$ cat src/rtl/processing_element_ws_pkg.sv
// Shared constants for the weight-stationary processing element.
// Latency: n/a (types and constants only).
// Backpressure: n/a.
package processing_element_ws_pkg;

   localparam logic MODE_LOAD    = 1'b0;
   localparam logic MODE_COMPUTE = 1'b1;

   localparam int DEFAULT_WORDWIDTH = 8;

   // Partial sums carry four operand widths so long dot products rarely wrap.
   function automatic int psum_width(input int wordwidth);
      return 4 * wordwidth;
   endfunction

endpackage

$ cat src/rtl/processing_element_ws_if.sv
// Neighbour-facing signal bundle of one PE (everything except clk and reset).
// Latency: n/a (wiring only).
// Backpressure: none; signals are plain valid-qualified data.
interface processing_element_ws_if
   import processing_element_ws_pkg::*;
#(
   parameter int WORDWIDTH = DEFAULT_WORDWIDTH
) ();

   localparam int PSUM_WIDTH = psum_width(WORDWIDTH);

   logic                  mode;
   logic                  enable_in;
   logic [WORDWIDTH-1:0]  w_in;
   logic [WORDWIDTH-1:0]  a_in;
   logic [PSUM_WIDTH-1:0] ps_in;
   logic                  enable_out;
   logic [WORDWIDTH-1:0]  w_out;
   logic [WORDWIDTH-1:0]  a_out;
   logic [PSUM_WIDTH-1:0] ps_out;

   // Upstream side: drives the PE inputs and observes its outputs.
   modport master (
      output mode, enable_in, w_in, a_in, ps_in,
      input  enable_out, w_out, a_out, ps_out
   );

   // PE side.
   modport slave (
      input  mode, enable_in, w_in, a_in, ps_in,
      output enable_out, w_out, a_out, ps_out
   );

endinterface

$ cat src/rtl/processing_element_ws_pe_mac.sv
// Signed multiply-accumulate: ps + w*a, product sign-extended to the psum width.
// Latency: combinational.
// Backpressure: none.
module pe_mac
   import processing_element_ws_pkg::*;
#(
   parameter int WORDWIDTH = DEFAULT_WORDWIDTH
) (
   input  logic [WORDWIDTH-1:0]               i_w,
   input  logic [WORDWIDTH-1:0]               i_a,
   input  logic [psum_width(WORDWIDTH)-1:0]   i_ps,
   output logic [psum_width(WORDWIDTH)-1:0]   o_sum
);

   localparam int PSUM_WIDTH = psum_width(WORDWIDTH);
   localparam int PROD_WIDTH = 2 * WORDWIDTH;

   logic [PROD_WIDTH-1:0] w_w_ext;
   logic [PROD_WIDTH-1:0] w_a_ext;
   logic [PROD_WIDTH-1:0] w_prod;
   logic [PSUM_WIDTH-1:0] w_prod_ext;

   // Sign-extend operands first so an unsigned multiply of the low bits
   // yields the exact two's-complement product.
   assign w_w_ext    = {{WORDWIDTH{i_w[WORDWIDTH-1]}}, i_w};
   assign w_a_ext    = {{WORDWIDTH{i_a[WORDWIDTH-1]}}, i_a};
   assign w_prod     = w_w_ext * w_a_ext;
   assign w_prod_ext = {{(PSUM_WIDTH-PROD_WIDTH){w_prod[PROD_WIDTH-1]}}, w_prod};

   // Accumulate wraps modulo 2^PSUM_WIDTH.
   assign o_sum = i_ps + w_prod_ext;

endmodule

$ cat src/rtl/processing_element_ws.sv
// Weight-stationary systolic PE: shifts weights in LOAD, does MAC in COMPUTE.
// Latency: every output is registered, 1 cycle from the sampled inputs.
// Backpressure: none; enable_in qualifies inputs, upstream holds mode per phase.
module processing_element_ws
   import processing_element_ws_pkg::*;
#(
   parameter int WORDWIDTH = DEFAULT_WORDWIDTH
) (
   input  logic                    clk,
   input  logic                    reset_n,   // active-high despite the name
   processing_element_ws_if.slave  pe
);

   localparam int PSUM_WIDTH = psum_width(WORDWIDTH);

   logic [WORDWIDTH-1:0]  r_w;
   logic [WORDWIDTH-1:0]  r_a;
   logic [PSUM_WIDTH-1:0] r_ps;
   logic                  r_en;
   logic [PSUM_WIDTH-1:0] w_mac_sum;

   pe_mac #(
      .WORDWIDTH (WORDWIDTH)
   ) u_mac (
      .i_w   (r_w),
      .i_a   (pe.a_in),
      .i_ps  (pe.ps_in),
      .o_sum (w_mac_sum)
   );

   // State update: reset wins; enable gates every data register, en always tracks.
   always_ff @(posedge clk) begin
      if (reset_n) begin
         r_w  <= '0;
         r_a  <= '0;
         r_ps <= '0;
         r_en <= 1'b0;
      end else begin
         r_en <= pe.enable_in;
         if (pe.enable_in) begin
            if (pe.mode == MODE_LOAD) begin
               r_w <= pe.w_in;
            end else begin
               r_a  <= pe.a_in;
               r_ps <= w_mac_sum;
            end
         end
      end
   end

   assign pe.w_out      = r_w;
   assign pe.a_out      = r_a;
   assign pe.ps_out     = r_ps;
   assign pe.enable_out = r_en;

endmodule

$ cat src/flat_wrapper.sv
// flat-port wrapper written by rule: the top's interface ports become plain ports
module processing_element_ws_flat import processing_element_ws_pkg::*;
#(
   parameter int WORDWIDTH = DEFAULT_WORDWIDTH
)
  (clk, reset_n, pe_mode, pe_enable_in, pe_w_in, pe_a_in, pe_ps_in, pe_enable_out, pe_w_out, pe_a_out, pe_ps_out);
  processing_element_ws_if #(.WORDWIDTH(WORDWIDTH)) pe_i ();
  input  logic clk;
  input  logic reset_n;
  input wire logic [$bits(pe_i.mode)-1:0] pe_mode;
  input wire logic [$bits(pe_i.enable_in)-1:0] pe_enable_in;
  input wire logic [$bits(pe_i.w_in)-1:0] pe_w_in;
  input wire logic [$bits(pe_i.a_in)-1:0] pe_a_in;
  input wire logic [$bits(pe_i.ps_in)-1:0] pe_ps_in;
  output wire logic [$bits(pe_i.enable_out)-1:0] pe_enable_out;
  output wire logic [$bits(pe_i.w_out)-1:0] pe_w_out;
  output wire logic [$bits(pe_i.a_out)-1:0] pe_a_out;
  output wire logic [$bits(pe_i.ps_out)-1:0] pe_ps_out;
  assign pe_i.mode = pe_mode;
  assign pe_i.enable_in = pe_enable_in;
  assign pe_i.w_in = pe_w_in;
  assign pe_i.a_in = pe_a_in;
  assign pe_i.ps_in = pe_ps_in;
  assign pe_enable_out = pe_i.enable_out;
  assign pe_w_out = pe_i.w_out;
  assign pe_a_out = pe_i.a_out;
  assign pe_ps_out = pe_i.ps_out;
  processing_element_ws #(.WORDWIDTH(WORDWIDTH)) u_core (.clk(clk), .reset_n(reset_n), .pe(pe_i));
endmodule
$ cat config.mk
export PLATFORM = sky130hd
export DESIGN_NAME = processing_element_ws_flat
export DESIGN_NICKNAME = d
export VERILOG_FILES = /design/src/rtl/processing_element_ws_pkg.sv /design/src/rtl/processing_element_ws_if.sv /design/src/rtl/processing_element_ws_pe_mac.sv /design/src/rtl/processing_element_ws.sv /design/src/flat_wrapper.sv
export SDC_FILE = /design/constraint.sdc
export NUM_CORES = 1
export LEC_CHECK = 0
export ABC_AREA = 1
export BUFFER_PORTS_ARGS = -buffer_cell sky130_fd_sc_hd__buf_2
export CORE_MARGIN = 5
export CORE_UTILIZATION = 29
export CTS_BUF_LIST = sky130_fd_sc_hd__clkbuf_8
export DETAILED_ROUTE_END_ITERATION = 10
export PLACE_DENSITY_LB_ADDON = 0.15
export SYNTH_ARGS = -nofsm -noshare
export SYNTH_HDL_FRONTEND = slang
export SYNTH_SLANG_ARGS = --single-unit
$ cat constraint.sdc
create_clock -name clk -period 6.4 [get_ports clk]
set_input_delay 0.32 -clock clk [delete_from_list [all_inputs] [get_ports clk]]
set_output_delay 0.32 -clock clk [all_outputs]
set_load 0.05 [all_outputs]
==> summary.txt <==
Critical path
  – Buf/Inv on CP: 8
  – Top delay family on crit path: adder cells
  – Critical Path Max Stage Delay: 640 ps
  – Crit-path max FO: 6
  – CP Class: flip-flop to flip-flop
  – Crit end category: flip-flop
  – CP Data Arrival Time: 6170 ps
  – Critical Path RT: 6640 ps
  – Most frequent CP cell: nand2_1
  – CP Launch Type: flip-flop
  – CP max stage cell: fa_2

STA
  – Worst clock skew: 20.49 ps
  – Post-route minimum period: 5926 ps
  – Setup TNS: 0 ps
  – Setup slack after layout: 473.6 ps
  – Tcrit/Tclk final: 92.60%
  – Slew @ Worst Pin: 1080 ps
  – Max Transition Viols Final: 0
  – Max-slew headroom: 27.83%
  – Fmax achieved: 168.7 MHz
  – # setup viols final: 0
  – Hold violation count in the final report: 0

Placed design
  – Pre-CTS WS: 248.6 ps
  – GP Congestion: 0.8319
  – Number of I/O port buffers: 100
  – Placed cell area: 0.007617 sq mm
  – DPL Wire Length: 16950 microns

Yosys
  – Flops & latches, synth: 49
  – Post-synth top flop: dfxtp_1
  – Top post-synthesis cells by count: 242 x inv_1, 231 x nand2_1, 151 x nor2_1
  – Sequential area share after synthesis: 14.64%
  – EDFF count, synth: 0
  – Syn Nets: 1219
  – Async SR Flop Fraction: 0%
  – Largest area contributor in the netlist: fa_1
  – Yosys warns: 0
  – Synth Cell Area: 0.006703 sq mm
  – Top cells by area, synth: fa_1 17%, dfxtp_1 15%, inv_1 14%
  – Synth Instances: 1049
  – Top-area cell type share of the netlist area: 16.73%
  – Most common cell in the netlist: inv_1
  – Post-Syn Area per Cell: 6.390 sq um
  – Synth cell types: 36

Hold path
  – HP Class: primary input to flip-flop

Drt
  – Pre-antenna DRT Iters: 5
  – Via-per-instance ratio: 4.444
  – Residual DRC: 0
  – WL/cell: 14.09 microns
  – Post-Route WL: 20250 microns
  – DR iter-0 viols: 325
  – ANT nets after route: 0
  – Via Count: 6386

Global routing
  – Gr ovfl total: 0
  – GRT Resource Usage Total: 15.99%
  – First-pass GRT wire length: 33740 microns
  – Pin count of the biggest net entering global routing: 56
  – Antenna violations before repair: 0
  – Vias in the first global route: 6535

Clock network
  – Clk Latency, worst-skew pair: 340 ps
  – Reg clk slew, reported paths: 120 ps
  – Clock buffer depth: 2
  – CTS tree: yes
  – CTS sink count: 49
  – # H-tree levels: 2
  – Clk root buf: clkbuf_8
  – CTS Buf Count: 5

Status
  – Status: completed

Pwr
  – Lkg Pwr: 4.635 nW
  – PwrDens: 398.4 mW/mm^2
  – Peak supply drop: 0.1681 mV
  – Overall power: 3.096 mW

Die
  – Core ar.: 0.02271 sq mm
  – I/O pins: 101
  – Starting Density: 29.52%
  – Die Ht: 162.0 microns
  – Die width: 162.0 microns
  – Rows: 55
  – Die area: 0.02625 sq mm

Final layout
  – Number of fill cells in the layout: 2550
  – Share of cells above drive strength 1: 16.06%
  – Util after Layout: 34.22%
  – Layout area overhead: 15.94%
  – Final Cell Area: 0.007771 sq mm
  – Layout Nets: 1321
  – N_diodes: 0

Run
  – Max-Cap Viols: 0
==> worst paths after layout <==
check             slack [ps]  cells after the start                            start                           endpoint
setup / recovery         470                     31  u_core.pe.w_out[7]$_SDFFE_PP0P_  u_core.pe.ps_out[31]$_SDFFE_PP0P_
hold / removal           190                      3                       pe_w_in[5]    u_core.pe.w_out[5]$_SDFFE_PP0P_
setup reg to reg         470                     31  u_core.pe.w_out[7]$_SDFFE_PP0P_  u_core.pe.ps_out[31]$_SDFFE_PP0P_
hold reg to reg          490                      2  u_core.pe.a_out[1]$_SDFFE_PP0P_    u_core.pe.a_out[1]$_SDFFE_PP0P_
==> metal layers <==
metal  vias up  global-route usage, %  wire length (microns)
met5         -                      0                      0
met1      2931                  21.87                  10080
met2        86                  27.74                   9395
met3         8                  1.928                    598
li1       3361                      -                      -
met4         0                  2.384                    178
==> where the power goes <==
part / leakage (nW) / switching [mW] / internal [mW]
logic: 4.18 / 1.64 / 0.873
clock network: 0.0439 / 0.132 / 0.0762
registers: 0.407 / 0.0292 / 0.345
==> registers in the layout, summed over array words and instances, names as in the netlist <==
| register | cells |
|---|---|
| u_core.pe.ps_out | 32 |
| u_core.pe.a_out | 8 |
| u_core.pe.enable_out | 1 |
| u_core.pe.w_out | 8 |
==> layout by cell type, fill, tap and decap left out, drive strengths merged <==
cell / Yosys / routed
nor3: 4 / 4
xor2: 17 / 17
fa: 56 / 56
dfxtp: 49 / 49
buf: 5 / 123
nor2: 155 / 155
nand3: 44 / 44
xnor2: 5 / 5
ha: 62 / 62
o21ai: 55 / 55
a21boi: 3 / 3
o211ai: 4 / 4
a31oi: 1 / 1
nand4: 8 / 8
a21oi: 45 / 45
and3: 2 / 2
inv: 248 / 248
o21bai: 7 / 7
clkbuf: 23 / 5
nand2: 244 / 244
clkinvlp: 0 / 1
clkinv: 1 / 3
o21a: 2 / 2
a21o: 3 / 3
or2: 1 / 1
nor4: 5 / 5
==> repair_timing <==
item,in CTS,in global routing
resized for setup,0,22
hold buffers,0,0
hold endpoints to repair,0,0
buffers inserted,0,1
setup endpoints to repair,0,16
==> worst reg2reg max path, delay by kind of cell (launching register included) <==
kind,cells,cell delay (ps)
XOR/XNOR,1,200
AND/OR/NAND/NOR,9,670
AO/OA/AOI/OAI,7,1180
adder cells (fa/ha/maj),6,2860
flip-flops,1,380
buffers and inverters,8,540
==> kinds of logic after synthesis <==
family          synth area share [%]
compound gates                 10.15
fa+ha+maj                      28.30
xor+xnor                       2.875
flops                          14.64
buf+inv                        15.55
simple gates                   28.49
==> layout make-up <==
| cell class | instances | area (sq um) | area share, % |
|---|---|---|---|
| multi-input combinational | 723 | 4720 | 60.73 |
| sequential | 49 | 988.4 | 12.72 |
| inverter | 249 | 934.6 | 12.03 |
| timing repair buffer | 123 | 685.7 | 8.823 |
| tap | 285 | 356.6 | 4.589 |
| clock buffer | 5 | 68.82 | 0.8855 |
| clock inverter | 3 | 17.52 | 0.2254 |
==> metrics by stage <==
step                      std cells  hold WS [ps]
after detailed placement       1428         468.0
after floorplan                1049         444.9
after CTS                      1436         184.5
final                          1437         193.3
after global routing           1437         193.7
after global placement         1428         459.4
No activity file was read; power rests on OpenSTA's default activity.
